## config.mk

```make
export PLATFORM = sky130hd
export DESIGN_NAME = max7219_receiver
export DESIGN_NICKNAME = d
export VERILOG_FILES = /design/src/rtl/max7219_receiver.sv
export SDC_FILE = /design/constraint.sdc
export NUM_CORES = 1
export LEC_CHECK = 0
export ABC_AREA = 0
export CAP_MARGIN = 20
export CORE_MARGIN = 3
export CORE_UTILIZATION = 25
export DETAILED_ROUTE_END_ITERATION = 16
export PLACE_DENSITY = 0.46
export SYNTH_ARGS = -nofsm -noshare
export SYNTH_HDL_FRONTEND = slang
export SYNTH_SLANG_ARGS = --single-unit
```

## constraint.sdc

```tcl
create_clock -name i_clk -period 3.63 [get_ports i_clk]
set_input_delay 0.363 -clock i_clk [delete_from_list [all_inputs] [get_ports i_clk]]
set_output_delay 0.363 -clock i_clk [all_outputs]
set_load 0.01 [all_outputs]
```

## src/rtl/max7219_receiver.sv

```systemverilog
// MAX7219 serial-side receiver: oversamples the din/clk/load pins, assembles 16-bit
// frames and decodes them into the digit and configuration register map.
module max7219_receiver (
    input  logic       i_clk,
    input  logic       i_reset_n,
    input  logic       i_serial_din,
    input  logic       i_serial_clk,
    input  logic       i_serial_load,
    output logic       o_serial_dout,
    output logic       o_stb,
    output logic       o_err,
    output logic [3:0] o_addr,
    output logic [7:0] o_data,
    input  logic [2:0] i_digit_sel,
    output logic [7:0] o_digit,
    output logic [7:0] o_decode_mode,
    output logic [3:0] o_intensity,
    output logic [2:0] o_scan_limit,
    output logic       o_enable,
    output logic       o_display_test
);

    // Bit 0 = s1, bit 1 = s2, bit 2 = s3 (previous s2, for edge detection)
    logic [1:0]  din_sync_reg;
    logic [2:0]  sclk_sync_reg;
    logic [2:0]  load_sync_reg;
    logic [15:0] shift_reg;
    logic [15:0] shift_next;
    logic [4:0]  bit_cnt_reg;
    logic [4:0]  bit_cnt_next;
    logic [7:0]  digit_reg [8];
    logic        sclk_rise;
    logic        load_rise;
    logic        frame_ok;
    logic [3:0]  frame_addr;
    logic [7:0]  frame_data;
    logic [2:0]  digit_idx;

    // The shift is resolved first so a commit on the same cycle sees the post-shift frame.
    always_comb begin
        sclk_rise    = sclk_sync_reg[1] & ~sclk_sync_reg[2];
        load_rise    = load_sync_reg[1] & ~load_sync_reg[2];
        shift_next   = shift_reg;
        bit_cnt_next = bit_cnt_reg;
        if (sclk_rise) begin
            shift_next = {shift_reg[14:0], din_sync_reg[1]};
            if (bit_cnt_reg != 5'd17) begin
                bit_cnt_next = bit_cnt_reg + 5'd1;
            end
        end
        frame_ok   = load_rise && (bit_cnt_next == 5'd16);
        frame_addr = shift_next[11:8];
        frame_data = shift_next[7:0];
        digit_idx  = frame_addr[2:0] - 3'd1;
    end

    always_ff @(posedge i_clk) begin
        if (!i_reset_n) begin
            din_sync_reg   <= '0;
            sclk_sync_reg  <= '0;
            load_sync_reg  <= '0;
            shift_reg      <= '0;
            bit_cnt_reg    <= '0;
            o_serial_dout  <= 1'b0;
            o_stb          <= 1'b0;
            o_err          <= 1'b0;
            o_addr         <= '0;
            o_data         <= '0;
            o_decode_mode  <= '0;
            o_intensity    <= '0;
            o_scan_limit   <= '0;
            o_enable       <= 1'b0;
            o_display_test <= 1'b0;
            for (int i = 0; i < 8; i++) begin
                digit_reg[i] <= '0;
            end
        end else begin
            din_sync_reg  <= {din_sync_reg[0], i_serial_din};
            sclk_sync_reg <= {sclk_sync_reg[1:0], i_serial_clk};
            load_sync_reg <= {load_sync_reg[1:0], i_serial_load};
            shift_reg     <= shift_next;
            o_serial_dout <= shift_next[15];
            bit_cnt_reg   <= load_rise ? 5'd0 : bit_cnt_next;
            o_stb         <= frame_ok;
            o_err         <= load_rise && !frame_ok;
            if (frame_ok) begin
                o_addr <= frame_addr;
                o_data <= frame_data;
                case (frame_addr)
                    4'h1, 4'h2, 4'h3, 4'h4,
                    4'h5, 4'h6, 4'h7, 4'h8: digit_reg[digit_idx] <= frame_data;
                    4'h9: o_decode_mode  <= frame_data;
                    4'hA: o_intensity    <= frame_data[3:0];
                    4'hB: o_scan_limit   <= frame_data[2:0];
                    4'hC: o_enable       <= frame_data[0];
                    4'hF: o_display_test <= frame_data[0];
                    default: ;
                endcase
            end
        end
    end

    assign o_digit = digit_reg[i_digit_sel];

endmodule

```

==> flow_metrics.tcl, run 1 <==
set metrics [dict create \
    synthAdderAreaFrac 0.0136 \
    synth_xor_area_frac 0.0111 \
    synth_top_area_share 0.348 \
    ys_ff_latch 124 \
    core-area_mm2 0.0214 \
    cts_max_level 4 \
    worstPathArrival_ps 3190 \
    place_congestion 0.800 \
    fmax_ghz 0.325 \
    path_cells "nand2b_1 > mux2i_1 > ha_1 > and2_1 > a21oi_1 > o31ai_1 > nand4_4 > o21ai_0 > buf_4" \
    worstRegToRegCells 9 \
    hold_start "i_reset_n" \
    cts_buffers 17 \
    synthMuxAreaShare 0.151 \
    fin_skew_ps 11.7 \
    synth_area_leaders "edfxtp_1 (35%), dfxtp_1 (22%), mux2i_1 (6.5%)" \
    grt_pass1_vias 3809 \
    yosys.cell_types.count 46 \
    cp-end-kind "register" \
    final_util 0.325 \
    min_delay_worst_endpoint "shift_reg[8]" \
    hp-class "input port to register" \
    cts_hold_buffers 0 \
    regToRegEndpoint "digit_reg[3][7]" \
    synth.most_common_cell "edfxtp_1" \
    synth_top_family_by_area "simple AND/OR/NAND/NOR gates" \
    p_leak_nw 2.52 \
    drive_gt1_frac 0.156 \
    viasPerCell 4.48 \
    path_clk_slew_ps 60 \
    grt.met1_usage 0.163 \
    cts-root-buf "clkbuf_16" \
    syn_avg_cell_area_um2 11.7 \
    reg2reg_from "sclk_sync_reg[2]" \
    wl_um 13400 \
    vias 3671 \
    die_w_um 155 \
    setup_viol 0 \
    synth_edf_count 64 \
    initialDrtViolationCount 206 \
    grt_use_met3 0.0392 \
    area_delta_synth_final_pct 25.4 \
    peakVddDrop_v 0.000320 \
    routedWlPerCell_um 16.3 \
    synth_commonest_cells "edfxtp_1 (64), nand2_1 (63), dfxtp_1 (60)" \
    holdPathStages 3 \
    largest_register_ffs 64 \
    slew_headroom 0.374 \
    worst_pin_slew_ps 912 \
    cts_sinks 124 \
    post_cts_buffers 0 \
    cp-start-kind "register" \
    status "finished clean" \
    finalCritPeriodShare 0.847 \
    synth-simple-area-share 0.184 \
    critPathSlowestCell "dfxtp_1" \
    die_h_um 155 \
    crit_type "register to register" \
    grt_pass1_wl_um 21800 \
    clk_latency_ps 420 \
    power_density_mw_per_mm2 490 \
    cap_violations 0 \
    crit_path_max_incr_delay_ps 400 \
    seq_area_frac_synth 0.565 \
    path_max_fanout 20 \
    async_flop_share 0 \
    cpLargestDelayFamily "simple AND/OR/NAND/NOR gates" \
    ant_nets 0 \
    pre_cts_ws_ps 584 \
    yosysWarnings 0 \
    drt_drc_violations_left 0 \
    drt-pass1-iter-count 4 \
    grt_usage 0.118 \
    place_hpwl_um 9320 \
    fp.dieArea_mm2 0.0239 \
    initial_utilization 0.259 \
    grt_start_max_net_pins 47 \
    syn_area_mm2 0.00553 \
    synth_area_leader_cell "edfxtp_1" \
    syn_nets 487 \
    worstPathRequired_ps 3740 \
    regToRegSetupSlack_ps 550 \
    rsz0062_at_grt "false" \
    portBuffers 47 \
    io_pins 48 \
    finalHoldViolCount 0 \
    num_rows 53 \
    overflow 0 \
    period_minus_slack_ps 3080 \
    cts.path.max_buffers 2 \
    path_buf_inv 1 \
    cts_resized 0 \
    syn-instance-count 473 \
    drv_slew 0 \
    tns_ps 0 \
    nets 545 \
    synthFlopType "edfxtp_1" \
    met2_usage 0.178 \
    synth_compound_area_frac 0.0353 \
    num-fill-cells 2159 \
    fin_ws_ps 554 \
    cts_tree "done" \
    top_usage_layer "met2" \
    antenna_found_initial 0 \
]
[report_power, final]
group | internal (mW) | total [mW] | switching (mW)
Combinational | 0.0819 | 0.165 | 0.0836
Sequential | 1.51 | 1.53 | 0.0156
Clock | 1.07 | 1.70 | 0.629
[tightest hold or removal path, delay by kind of cell]
| family | cells | cell delay (ps) |
|---|---|---|
| AND/OR/NAND/NOR | 1 | 110 |
| buffers and inverters | 2 | 250 |
[routing by layer]
metal | wire (µm) | part of all wire
met1 | 6470 | 0.48
met2 | 5980 | 0.45
met3 | 814 | 0.061
met4 | 144 | 0.011
met5 | 0 | 0
[how the worst max path moves through the flow]
| stage | start | to | cells after the start |
|---|---|---|---|
| 2_1_floorplan | sclk_sync_reg[1] | digit_reg[1][0] | 13 |
| 3_3_place_gp | sclk_sync_reg[2] | digit_reg[0][2] | 9 |
| 3_5_place_dp | sclk_sync_reg[2] | digit_reg[3][6] | 9 |
| 4_1_cts | sclk_sync_reg[2] | digit_reg[0][5] | 9 |
| 5_1_grt | sclk_sync_reg[2] | digit_reg[0][6] | 10 |
| 6_report | sclk_sync_reg[2] | digit_reg[3][7] | 9 |
[area by class of cell]
type | instances | area [µm²] | area share
Sequential cell | 124 | 3120 | 0.450
Multi-Input combinational cell | 304 | 2180 | 0.315
Timing Repair Buffer | 68 | 623 | 0.0899
Inverter | 16 | 60.1 | 0.00866
Tap cell | 275 | 344 | 0.0496
Antenna cell | 1 | 2.50 | 0.000361
Clock buffer | 17 | 425 | 0.0614
Clock inverter | 15 | 173 | 0.0249
[layout by cell type, fill, tap and decap left out, drive strengths merged, types with 2 or more instances in the layout]
master         count
mux2i             36
a211o              2
nand2             63
nor2b              3
a21oi             11
nor2              30
nand2b            16
and3b              2
clkinv             8
dfxtp             60
nor3              47
xor2               3
nand3b             2
a31oi              2
and2              12
clkdlybuf4s50     46
nand3              7
mux2              10
clkinvlp           4
inv               16
mux4              16
ha                 6
bufinv             3
xnor2              4
nor3b              3
o21ai             10
buf               22
clkbuf            17
nand4              6
edfxtp            64
[logic make-up after synthesis]
kind of cell / after synthesis
flops: 124
xor+xnor: 7
buf+inv: 45
simple gates: 198
compound gates: 31
fa+ha+maj: 6
mux: 62
[per-stage QoR]
stage / hold WS [ps] / area [µm²] / std cells / power [mW]
global placement: 424 / 6330 / 787 / 1.72
floorplan: 412 / 5530 / 473 / 1.65
detailed placement: 425 / 6330 / 787 / 1.73
global route: 392 / 6930 / 819 / 3.52
CTS: 337 / 6930 / 819 / 3.44
finish: 358 / 6930 / 820 / 3.39
No activity file was read; power rests on OpenSTA's default activity.
==> run 2, diff against run 1 <==
--- a/config.mk
+++ b/config.mk
@@ -10,7 +10,7 @@
 export CORE_MARGIN = 3
 export CORE_UTILIZATION = 25
 export DETAILED_ROUTE_END_ITERATION = 16
-export PLACE_DENSITY = 0.46
+export PLACE_DENSITY = 0.45
 export SYNTH_ARGS = -nofsm -noshare
 export SYNTH_HDL_FRONTEND = slang
 export SYNTH_SLANG_ARGS = --single-unit
==> constraint.sdc (replaced) <==
create_clock -name i_clk -period 2.85 [get_ports i_clk]
set_input_delay 0.285 -clock i_clk [delete_from_list [all_inputs] [get_ports i_clk]]
set_output_delay 0.285 -clock i_clk [all_outputs]
set_load 0.01 [all_outputs]
==> flow_metrics.tcl, run 2 (synthesis gave the netlist of run 1 again) <==
set metrics [dict create \
    viasPerCell 4.52 \
    slew_headroom 0.496 \
    finalHoldViolCount 0 \
    cts_buffers 17 \
    cp-start-kind "register" \
    cp-end-kind "register" \
    grt_usage 0.122 \
    hold_ws_ps 293 \
    grt_pass1_vias 3984 \
    cts_sinks 124 \
    drv_slew 0 \
    crit_type "register to register" \
    antenna_cells 0 \
    grt_start_max_net_pins 61 \
    place_hpwl_um 9690 \
    p_leak_nw 2.70 \
    path_buf_inv 0 \
    cpLargestDelayFamily "compound AO/OA/AOI/OAI gates" \
    power_density_mw_per_mm2 587 \
    routedWlPerCell_um 16.9 \
    wl_um 14100 \
    pre_cts_ws_ps 68.7 \
    critPathSlowestCell "dfxtp_1" \
    clk_latency_ps 410 \
    finalCritPeriodShare 0.962 \
    core-area_mm2 0.0214 \
    worstPathRequired_ps 2930 \
    final_cell_mix "edfxtp_1 (64), nand2_1 (59), dfxtp_1 (59)" \
    cts-root-buf "clkbuf_16" \
    drive_gt1_frac 0.218 \
    final_common_cell "edfxtp_1" \
    path_cells "nand2b_2 > mux2i_4 > ha_2 > and2_1 > a21oi_1 > o31ai_2 > nand4_4 > o21ai_4" \
    io_pins 48 \
    drt_drc_violations_left 0 \
    drt-pass1-iter-count 4 \
    regToRegSetupSlack_ps 110 \
    place_congestion 0.776 \
    grt_pass1_wl_um 22400 \
    path_clk_slew_ps 60 \
    period_minus_slack_ps 2740 \
    setup_viol 0 \
    total_power_mw 4.32 \
    status "finished clean" \
    crit_path_max_incr_delay_ps 410 \
    fin_ws_ps 110 \
    cts_max_level 4 \
    cts.path.max_buffers 2 \
    worst_pin_slew_ps 757 \
    area_delta_synth_final_pct 33.1 \
    fin_skew_ps 8.30 \
    antenna_found_initial 0 \
    fp.dieArea_mm2 0.0239 \
    initialDrtViolationCount 217 \
    initial_utilization 0.259 \
    worstPathArrival_ps 2820 \
    nets 564 \
    vias 3790 \
    peakVddDrop_v 0.000359 \
    ant_nets 0 \
    die_w_um 155 \
    cap_violations 0 \
    largest_register_ffs 64 \
    portBuffers 47 \
    path_max_fanout 8 \
    hp-class "input port to register" \
    cts_tree "done" \
    fmax_ghz 0.365 \
    num-fill-cells 2150 \
    die_h_um 155 \
    overflow 0 \
    num_rows 53 \
]
run 2: changes by cell type in the layout (fill, tap and decap cells not counted), sizes merged:
cell	previous run	this run
buf	22	41
clkinv	8	11
clkinvlp	4	2
diode	1	0
inv	16	15
run 2: path summary, 6_finish.rpt:
kind,start,endpoint,cells past startpoint
setup / recovery,sclk_sync_reg[2],digit_reg[0][7],8
hold / removal,i_reset_n,o_serial_dout,3
setup reg to reg,sclk_sync_reg[2],digit_reg[0][7],8
hold reg to reg,load_sync_reg[0],load_sync_reg[1],1
run 2: worst register-to-register path, cell delays in order, from the launching register on:
cell and delay (ps):
dfxtp_1 410, nand2b_2 210, mux2i_4 310, ha_2 270, and2_1 200, a21oi_1 70, o31ai_2 260, nand4_4 290
o21ai_4 400
run 2: final cells by class:
type,instances,area (µm²),share of cell area
multi-input combinational,304,2360,0.321
clock inverter,15,155,0.0211
timing repair buffer,87,886,0.120
sequential,124,3120,0.425
clock buffer,17,425,0.0578
inverter,16,60.1,0.00816
tap,275,344,0.0468
run 2: metal layers:
metal,GRT usage,vias to the layer above,routed length [µm]
met3,0.0428,11,702
li1,-,1844,-
met2,0.190,86,6440
met1,0.163,1849,6840
met4,0.0324,0,167
met5,0,-,0
run 2: power breakdown:
| group | switching, mW | total [mW] | internal [mW] | leakage, nW |
|---|---|---|---|---|
| Sequential | 0.0222 | 1.95 | 1.92 | 1.10 |
| Clock | 0.775 | 2.13 | 1.35 | 0.278 |
| Combinational | 0.118 | 0.240 | 0.122 | 1.33 |
| Total | 0.916 | 4.32 | 3.40 | 2.70 |
run 2: repair_timing:
item,in CTS,in global routing
endpoints found under the setup margin,0,108
gates resized for setup,0,8
hold buffers,0,0
setup buffers,0,10
run 2: through the flow:
step | TNS, ps | area (µm²) | std cells | util
CTS | 0 | 7190 | 828 | 0.337
global placement | 0 | 6610 | 796 | 0.310
global route | -488 | 7360 | 838 | 0.345
floorplan | -6.30 | 5700 | 473 | -
detailed placement | 0 | 6610 | 796 | 0.310
finish | 0 | 7360 | 838 | 0.345
==> run 3, diff against run 2 <==
--- a/config.mk
+++ b/config.mk
@@ -11,6 +11,7 @@
 export CORE_UTILIZATION = 25
 export DETAILED_ROUTE_END_ITERATION = 16
 export PLACE_DENSITY = 0.45
+export REMOVE_ABC_BUFFERS = 1
 export SYNTH_ARGS = -nofsm -noshare
 export SYNTH_HDL_FRONTEND = slang
 export SYNTH_SLANG_ARGS = --single-unit
==> flow_metrics.tcl, run 3 (synthesis gave the netlist of run 1 again) <==
set metrics [dict create \
    cts-root-buf "clkbuf_16" \
    setup_viol 0 \
    grt_start_max_net_pins 47 \
    cp-end-kind "register" \
    drv_slew 0 \
    cts_sinks 124 \
    final_cell_mix "edfxtp_1 (64), nand2_1 (63), dfxtp_1 (60)" \
    rsz0062_at_grt "true" \
    total_power_mw 4.52 \
    die_h_um 155 \
    io_pins 48 \
    drt_drc_violations_left 0 \
    worstPathRequired_ps 2970 \
    vias 3798 \
    die_w_um 155 \
    final_area_mm2 0.00714 \
    initialDrtViolationCount 320 \
    peakVddDrop_v 0.000442 \
    status "finished clean" \
    place_hpwl_um 9200 \
    fmax_ghz 0.368 \
    final_util 0.334 \
    worst_pin_slew_ps 768 \
    cts_buffers 17 \
    grt_pass1_vias 3976 \
    place_congestion 0.814 \
    largest_register_ffs 64 \
    period_minus_slack_ps 2720 \
    routedWlPerCell_um 16.4 \
    cts_hold_buffers 0 \
    fp.dieArea_mm2 0.0239 \
    cap_violations 0 \
    hold_ws_ps 315 \
    hp-class "input port to register" \
    wl_um 13600 \
    initial_utilization 0.259 \
    cts_max_level 4 \
    ant_nets 0 \
    portBuffers 47 \
    drive_gt1_frac 0.182 \
    grt_pass1_wl_um 22000 \
    tns_ps 0 \
    antenna_found_initial 0 \
    slew_headroom 0.474 \
    antenna_cells 0 \
    path_max_fanout 8 \
    place_area_mm2 0.00647 \
    nets 555 \
    finalHoldViolCount 0 \
    p_leak_nw 2.64 \
    finalCritPeriodShare 0.953 \
    fin_skew_ps 13.0 \
    power_density_mw_per_mm2 633 \
    area_delta_synth_final_pct 29.2 \
    num_rows 53 \
    clk_latency_ps 420 \
    drt-pass1-iter-count 5 \
    cts_tree "done" \
    core-area_mm2 0.0214 \
    path_clk_slew_ps 60 \
    grt_usage 0.118 \
    overflow 0 \
    viasPerCell 4.58 \
    cts.path.max_buffers 2 \
    worstPathArrival_ps 2830 \
    cp-start-kind "register" \
    final_common_cell "edfxtp_1" \
    crit_type "register to register" \
]
==> run 3: changes by cell type in the layout (fill, tap and decap cells not counted), sizes merged <==
cell | previous run | this run
buf | 41 | 32
clkinv | 11 | 6
bufinv | 3 | 4
inv | 15 | 20
clkinvlp | 2 | 1
==> run 3: where the power goes <==
part / switching, mW / internal [mW]
clock network: 0.870 / 1.48
registers: 0.0185 / 1.92
logic: 0.112 / 0.112
total: 1.00 / 3.52
==> run 3: through the flow <==
step / instances / worst slack (ps)
after floorplan: 444 / -1390
after global placement: 795 / 140
after detailed placement: 795 / 69.0
after CTS: 827 / 66.8
after global routing: 829 / -53.4
final: 829 / 134
==> run 3: path summary, 6_finish.rpt <==
path	slack, ps	start	endpoint	cells past startpoint
worst max-delay path	130	sclk_sync_reg[2]	digit_reg[3][1]	11
worst min-delay path	310	i_reset_n	o_addr[0]	3
worst min register to register	430	load_sync_reg[0]	load_sync_reg[1]	1
worst max register to register	130	sclk_sync_reg[2]	digit_reg[3][1]	11
==> run 3: cell type report <==
cell class / count / area [µm²]
fill: 2169 / 14200
sequential: 124 / 3120
timing repair buffer: 78 / 777
tap: 275 / 344
multi-input combinational: 304 / 2200
clock buffer: 17 / 425
clock inverter: 15 / 213
inverter: 16 / 60.1
==> run 3: per-layer routing <==
metal	track usage	vias to the layer above	routed length, µm
met5	0	-	0
met4	0.0458	0	263
met3	0.0274	15	539
met2	0.183	99	6180
met1	0.160	1847	6580
li1	-	1837	-
==> run 3: repair_timing <==
| action | 4_1_cts | 5_1_grt |
|---|---|---|
| setup endpoints to repair | 0 | 115 |
| buffers inserted | 0 | 2 |
| gates resized for setup | 0 | 13 |
==> run 3: critical path: stages (launching register included) <==
cell and delay, ps:
dfxtp_1 400, nand2b_1 170, mux2i_1 230, buf_4 180
ha_1 200, buf_4 160, and2_1 170, a21oi_1 60
o31ai_2 270, nand4_4 180, o21ai_0 210, buf_4 200
